<file path="config.mk">
export PLATFORM = sky130hd
export DESIGN_NAME = uart_tx
export DESIGN_NICKNAME = d
export VERILOG_FILES = /design/src/rtl/uart_pkg.sv /design/src/rtl/uart_bit_timer.sv /design/src/rtl/uart_tx.sv
export SDC_FILE = /design/constraint.sdc
export NUM_CORES = 1
export LEC_CHECK = 0
export ABC_AREA = 1
export CAP_MARGIN = 20
export CORE_MARGIN = 2
export CORE_UTILIZATION = 50
export CTS_BUF_LIST = sky130_fd_sc_hd__clkbuf_2 sky130_fd_sc_hd__clkbuf_4 sky130_fd_sc_hd__clkbuf_8
export DETAILED_ROUTE_END_ITERATION = 7
export PLACE_DENSITY = 0.8
export SETUP_SLACK_MARGIN = 0.02
export SLEW_MARGIN = 30
export SYNTH_ARGS = -nofsm -noshare
export SYNTH_HDL_FRONTEND = slang
export SYNTH_SLANG_ARGS = --single-unit
export TNS_END_PERCENT = 30
</file>
<file path="constraint.sdc">
create_clock -name clk_in -period 1.35 [get_ports clk_in]
set_input_delay 0.135 -clock clk_in [delete_from_list [all_inputs] [get_ports clk_in]]
set_output_delay 0.135 -clock clk_in [all_outputs]
set_load 0.05 [all_outputs]
</file>
<file path="src/rtl/uart_pkg.sv">
// uart_pkg: definitions shared by the UART transmitter and receiver.
//   - FSM state encodings (IDLE, START, DATA, STOP, PARITY)
//   - default frame parameters
//   - line idle level
package uart_pkg;

    typedef enum logic [2:0] {
        ST_IDLE   = 3'd0,
        ST_START  = 3'd1,
        ST_DATA   = 3'd2,
        ST_STOP   = 3'd3,
        ST_PARITY = 3'd4
    } uart_state_e;

    localparam int UART_DEF_OVERSAMPLING = 16;
    localparam int UART_DEF_DATA_BITS    = 8;
    localparam int UART_DEF_STOP_BITS    = 1;

    localparam logic UART_LINE_IDLE = 1'b1;

endpackage

</file>
<file path="src/rtl/uart_bit_timer.sv">
// uart_bit_timer: free-running cycle counter with a terminal-count strobe.
// Ports:
//   clk_in    - clock
//   rst       - asynchronous active-high reset
//   i_clear   - synchronous clear, wins over counting
//   i_target  - terminal count value
//   o_tc      - high while the count equals i_target
// The owner clears the timer on o_tc, so the count never wraps.
module uart_bit_timer #(
    parameter int W = 4
) (
    input  logic         clk_in,
    input  logic         rst,
    input  logic         i_clear,
    input  logic [W-1:0] i_target,
    output logic         o_tc
);

    logic [W-1:0] r_cnt;

    always_ff @(posedge clk_in or posedge rst) begin
        if (rst)          r_cnt <= '0;
        else if (i_clear) r_cnt <= '0;
        else              r_cnt <= r_cnt + 1'b1;
    end

    assign o_tc = (r_cnt == i_target);

endmodule

</file>
<file path="src/rtl/uart_tx.sv">
// uart_tx: oversampled UART transmitter.
// Serialises one word per valid/ready handshake: start bit, LSB-first data,
// optional even parity, stop bit(s). Each bit lasts OVERSAMPLING clk_in cycles.
// Ports:
//   clk_in    - system clock
//   rst       - asynchronous active-high reset (abandons any frame, tx high)
//   valid_in  - data_in holds a word to send
//   data_in   - word to transmit, sampled on acceptance
//   ready_out - transmitter can accept a word (only in IDLE)
//   tx        - serial line, idle high
//   busy_out  - frame in progress
//   done_out  - one-cycle pulse at frame end
// Optional feature: define UART_TX_PARITY_EN to insert an even-parity bit
// between the data and stop bits.
module uart_tx
    import uart_pkg::*;
#(
    parameter int DATA_BITS    = UART_DEF_DATA_BITS,
    parameter int STOP_BITS    = UART_DEF_STOP_BITS,
    parameter int OVERSAMPLING = UART_DEF_OVERSAMPLING
) (
    input  logic                 clk_in,
    input  logic                 rst,
    input  logic                 valid_in,
    input  logic [DATA_BITS-1:0] data_in,
    output logic                 ready_out,
    output logic                 tx,
    output logic                 busy_out,
    output logic                 done_out
);

    localparam int CW = $clog2(OVERSAMPLING * STOP_BITS);
    localparam int BW = (DATA_BITS > 1) ? $clog2(DATA_BITS) : 1;

    localparam logic [CW-1:0] T_BIT  = CW'(OVERSAMPLING - 1);
    localparam logic [CW-1:0] T_STOP = CW'(OVERSAMPLING * STOP_BITS - 1);
    localparam logic [BW-1:0] LAST_BIT = BW'(DATA_BITS - 1);

    uart_state_e          r_state, w_state_nxt;
    logic [DATA_BITS-1:0] r_shift, w_shift_nxt, w_shift_sh;
    logic [BW-1:0]        r_bit, w_bit_nxt;
    logic                 r_tx, w_tx_nxt;
    logic                 r_ready, w_ready_nxt;
    logic                 r_busy, w_busy_nxt;
    logic                 r_done, w_done_nxt;
    logic                 w_tc, w_clear;
    logic [CW-1:0]        w_target;
`ifdef UART_TX_PARITY_EN
    logic                 r_par, w_par_nxt;
`endif

    // Timer runs only inside a frame; it restarts at every bit boundary.
    assign w_clear  = (r_state == ST_IDLE) || w_tc;
    assign w_target = (r_state == ST_STOP) ? T_STOP : T_BIT;

    uart_bit_timer #(.W(CW)) u_timer (
        .clk_in   (clk_in),
        .rst      (rst),
        .i_clear  (w_clear),
        .i_target (w_target),
        .o_tc     (w_tc)
    );

    assign w_shift_sh = r_shift >> 1;

    always_comb begin
        w_state_nxt = r_state;
        w_shift_nxt = r_shift;
        w_bit_nxt   = r_bit;
        w_tx_nxt    = r_tx;
        w_ready_nxt = r_ready;
        w_busy_nxt  = r_busy;
        w_done_nxt  = 1'b0;
`ifdef UART_TX_PARITY_EN
        w_par_nxt   = r_par;
`endif
        case (r_state)
            ST_IDLE: begin
                w_tx_nxt   = UART_LINE_IDLE;
                w_busy_nxt = 1'b0;
                if (valid_in && r_ready) begin
                    w_shift_nxt = data_in;
                    w_bit_nxt   = '0;
                    w_ready_nxt = 1'b0;
                    w_busy_nxt  = 1'b1;
                    w_tx_nxt    = 1'b0;
                    w_state_nxt = ST_START;
`ifdef UART_TX_PARITY_EN
                    w_par_nxt   = ^data_in;
`endif
                end else begin
                    // Also raises ready on the first edge after reset.
                    w_ready_nxt = 1'b1;
                end
            end
            ST_START: begin
                if (w_tc) begin
                    w_bit_nxt   = '0;
                    w_tx_nxt    = r_shift[0];
                    w_state_nxt = ST_DATA;
                end
            end
            ST_DATA: begin
                if (w_tc) begin
                    w_shift_nxt = w_shift_sh;
                    if (r_bit == LAST_BIT) begin
`ifdef UART_TX_PARITY_EN
                        w_tx_nxt    = r_par;
                        w_state_nxt = ST_PARITY;
`else
                        w_tx_nxt    = UART_LINE_IDLE;
                        w_state_nxt = ST_STOP;
`endif
                    end else begin
                        w_bit_nxt = r_bit + 1'b1;
                        w_tx_nxt  = w_shift_sh[0];
                    end
                end
            end
`ifdef UART_TX_PARITY_EN
            ST_PARITY: begin
                if (w_tc) begin
                    w_tx_nxt    = UART_LINE_IDLE;
                    w_state_nxt = ST_STOP;
                end
            end
`endif
            ST_STOP: begin
                if (w_tc) begin
                    w_state_nxt = ST_IDLE;
                    w_ready_nxt = 1'b1;
                    w_busy_nxt  = 1'b0;
                    w_done_nxt  = 1'b1;
                end
            end
            default: begin
                // Illegal encoding: drop the frame and return to an idle line.
                w_state_nxt = ST_IDLE;
                w_tx_nxt    = UART_LINE_IDLE;
                w_ready_nxt = 1'b0;
                w_busy_nxt  = 1'b0;
            end
        endcase
    end

    always_ff @(posedge clk_in or posedge rst) begin
        if (rst) begin
            r_state <= ST_IDLE;
            r_shift <= '0;
            r_bit   <= '0;
            r_tx    <= UART_LINE_IDLE;
            r_ready <= 1'b0;
            r_busy  <= 1'b0;
            r_done  <= 1'b0;
`ifdef UART_TX_PARITY_EN
            r_par   <= 1'b0;
`endif
        end else begin
            r_state <= w_state_nxt;
            r_shift <= w_shift_nxt;
            r_bit   <= w_bit_nxt;
            r_tx    <= w_tx_nxt;
            r_ready <= w_ready_nxt;
            r_busy  <= w_busy_nxt;
            r_done  <= w_done_nxt;
`ifdef UART_TX_PARITY_EN
            r_par   <= w_par_nxt;
`endif
        end
    end

    assign tx        = r_tx;
    assign ready_out = r_ready;
    assign busy_out  = r_busy;
    assign done_out  = r_done;

endmodule

</file>
==> summary by stage <==
Outcome
The run finished, with violations left. The checks that failed: negative setup slack.

Worst setup path
In this run the register-to-register setup slack is -0.04 ns. The data arrival time of the critical path is approximately 1.6 ns. STA classifies the critical path endpoint as a flip-flop. The worst setup path is of the reg -> reg kind.

The startpoint type of the worst setup path is a flip-flop. The beginning of the worst register-to-register path is r_state[1]. The worst-case reg-to-reg path depth is 8.

For the worst setup path, the data required time is ~1.6 ns. In this run the worst path has a maximum fanout of 7. The worst reg2reg path endpoint is r_bit[1].

Logic synthesis
For this run, the number of Yosys warnings is 0. The library cell with the highest instance count after synthesis is sky130_fd_sc_hd__nand2_1. Synthesis produced 146 cells. The net count of the mapped netlist is 164.

The most area-hungry cell type in the Yosys netlist is sky130_fd_sc_hd__dfrtp_1. For this run, asynchronously set or reset flops after synthesis account for 100%. Sorting the synthesized cells by how often they occur yields 59 x sky130_fd_sc_hd__nand2_1, 20 x sky130_fd_sc_hd__dfrtp_1, 15 x sky130_fd_sc_hd__inv_1.

The area share of the leading cell type in the synthesized netlist is around 43%. The area of the mapped netlist is between 1000 and 1500 sq um. The count of state elements after synthesis is 21. Counting flops with a built-in enable in the synthesized netlist gives 0. In the post-synthesis netlist, the biggest area contributors are sky130_fd_sc_hd__dfrtp_1 43%, sky130_fd_sc_hd__nand2_1 19%, sky130_fd_sc_hd__ha_1 7.5%, sky130_fd_sc_hd__inv_1 4.8%, sky130_fd_sc_hd__nand3_1 4.3%. The number of different library cells used by synthesis comes to 23. In the synthesized netlist the dominant register cell turns out to be sky130_fd_sc_hd__dfrtp_1.

The share of the Yosys chip area taken by registers is 45.2%. The synthesized area divided by synthesized cell count is 7.98 sq um.

Detailed routing
After detailed routing, the average wire length per cell comes to 14.0 um. The violation count after the first detailed-route iteration is 23. Across all layers, the routed design uses 1065 vias. The detailed-route vias per instance is around 5.3. The number of routed nets with antenna violations is 0.

For this run, design rule violations remaining after detail routing come to 0. Before antenna repair, the detailed router went through 4 iterations. For this block, the routed nets add up to 2820 um of wire.

Timing
The fmax is ~700 MHz. On the final layout, the worst clock skew is 0.00444 ns. Setup violations remaining at the end of the flow were counted as 4. The number of slew-limit violations in the final report is 0. The worst pin sits at a relative slew slack of 81.7%. After layout, the worst path uses 103% of the clock period. The shortest clock period the worst path allows after layout is 1.39 ns. Setup repair after global routing could not meet its margin everywhere.

At the pin with the least slew margin, the transition time is 0.274 ns. The number of endpoints with negative hold slack in the final report is 0. The minimum setup slack in the final design is -0.0425 ns.

Cells and area
Compared with the post-synthesis result, the final layout area differs by 35.9%. The fraction of layout cells with a size suffix above 1 is roughly 29%. The net count reported at finish is 193.

0 antenna diodes ended up in the layout. The final design utilization is 71.5%.

Floorplan
The width of the die is between 50 and 60 um. For this design the top-level I/O count stands at 15. The core region is 2210 sq um. The die extent in y is 52.3 um. The initial utilization of the core area, before any placement, comes to a little over half.

The die footprint is roughly 2700 sq um. The row count is 17.

GRT
The initial antenna violation count is 0. In the global route stage, overall resource usage came out at 22.6%. The largest net degree at the start of global routing is 22.

The first-pass GRT wire length is 4420 um. The overall overflow remaining after global route is 0. The via count of the first global-routing pass is between 1000 and 1500.

Clock tree
The number of buffers created by CTS is 3. The tree is rooted in a sky130_fd_sc_hd__clkbuf_4. In this run the deepest clock path goes through 2 buffers. For this design, the sink count on the clock tree is 21. At the later pin of the worst-skew pair, clock insertion delay measures about 0.31 ns. The clock-pin slew on the worst setup and hold paths is 0.12 ns.

The TritonCTS clock tree is yes. The H-tree level count is 1.

Power
The analysis attributes to cell leakage a power of 0.807 nW. The areal power density over the cells is 2550 nW/um^2. Across the VDD grid, the largest voltage drop is approximately 2000 uV.

Flow run
Across the run, the number of max-cap violations was 0.

Place
Detailed placement finished with a half-perimeter wire length of 1880 um. Input and output buffers added on the ports amount to 14. At the end of routability-driven placement, the weighted congestion stood at 0.878. OpenSTA, run right after detailed placement, puts the worst setup slack at -0.0616 ns.

Min path
The class of the worst hold path is in -> async.
-- cell usage in the layout (no fill, tap or decap), types with 2 or more instances in the layout --
| cell | instances |
|---|---|
| sky130_fd_sc_hd__inv_2 | 4 |
| sky130_fd_sc_hd__clkdlybuf4s50_1 | 10 |
| sky130_fd_sc_hd__buf_12 | 4 |
| sky130_fd_sc_hd__nand2_4 | 5 |
| sky130_fd_sc_hd__nand2_1 | 52 |
| sky130_fd_sc_hd__clkbuf_4 | 3 |
| sky130_fd_sc_hd__o21bai_1 | 3 |
| sky130_fd_sc_hd__dfrtp_2 | 2 |
| sky130_fd_sc_hd__nand4_1 | 4 |
| sky130_fd_sc_hd__inv_1 | 11 |
| sky130_fd_sc_hd__nand3_1 | 10 |
| sky130_fd_sc_hd__nand2_2 | 7 |
| sky130_fd_sc_hd__ha_4 | 3 |
| sky130_fd_sc_hd__dfrtp_1 | 18 |
| sky130_fd_sc_hd__o21ai_0 | 2 |
| sky130_fd_sc_hd__a21oi_1 | 3 |
| sky130_fd_sc_hd__nor2_1 | 6 |
| sky130_fd_sc_hd__buf_4 | 11 |
| sky130_fd_sc_hd__ha_1 | 3 |
-- worst max-delay path, cell delays in order (launching register included) --
cell	delay (ns)
sky130_fd_sc_hd__dfrtp_2	0.46
sky130_fd_sc_hd__ha_4	0.17
sky130_fd_sc_hd__buf_6	0.13
sky130_fd_sc_hd__inv_4	0.07
sky130_fd_sc_hd__nand2_4	0.07
sky130_fd_sc_hd__nand2_4	0.10
sky130_fd_sc_hd__nand2_4	0.07
sky130_fd_sc_hd__o21bai_1	0.16
sky130_fd_sc_hd__nand2_1	0.07
-- repair_timing --
item / CTS / global route
pin swaps: 2 / 4
buffers inserted: 1 / 2
hold buffers: 0 / 0
hold endpoints to repair: 0 / 0
cloned: 0 / 0
resized for setup: 8 / 15
setup endpoints to repair: 13 / 15
-- final cells by class --
cell class | count | area (sq um)
clock buffer | 3 | 22.5
inverter | 16 | 62.6
tap | 28 | 35.0
clock inverter | 1 | 5.00
fill | 180 | 629
timing repair buffer | 26 | 274
sequential | 21 | 529
multi-input combinational | 107 | 654
-- per-stage QoR --
step | cells | hold slack (ns) | cell area, sq um | TNS [ns] | power, mW
6_report | 202 | 0.145 | 1580 | -0.118 | 4.04
5_1_grt | 202 | 0.181 | 1580 | -0.758 | 4.32
4_1_cts | 200 | 0.150 | 1510 | -0.0595 | 3.73
3_5_place_dp | 195 | 0.464 | 1450 | -0.341 | 3.30
3_3_place_gp | 195 | 0.447 | 1450 | 0 | 3.19
2_1_floorplan | 146 | 0.111 | 1180 | 0 | 2.56
-- flip-flops by register name (all words and copies together), names as in the netlist --
name / flops
busy_out: 1
done_out: 1
r_state: 2
r_shift: 8
u_timer.r_cnt: 4
tx: 1
ready_out: 1
r_bit: 3
-- worst max-delay path by stage --
stage	startpoint	to	slack, ns
floorplan	r_state[0]	r_shift[7]	0.02
global placement	r_state[0]	r_state[1]	0.02
detailed placement	r_state[0]	r_state[0]	-0.06
CTS	r_state[1]	r_shift[6]	-0.01
global route	r_state[1]	r_state[1]	-0.10
finish	r_state[1]	r_bit[1]	-0.04
-- cells by family after synthesis --
logic type	share of synthesized area [%]
flops	45.2
buf+inv	6.55
simple gates	33.1
fa+ha+maj	7.52
compound gates	7.63
-- where the power goes --
group | switching, mW | internal [mW]
sequential | 0.211 | 0.917
clock | 0.199 | 0.111
combinational | 1.53 | 1.08
-- per-layer routing --
layer  track usage [%]  vias up  part of all wire (%)
met3              4.57        8                   3.5
met1              26.3      512                    40
met2              38.2       25                    53
li1                  -      520                     -
met4              13.2        0                   2.9
met5                 0        -                     0
No activity file was read; power rests on OpenSTA's default activity.
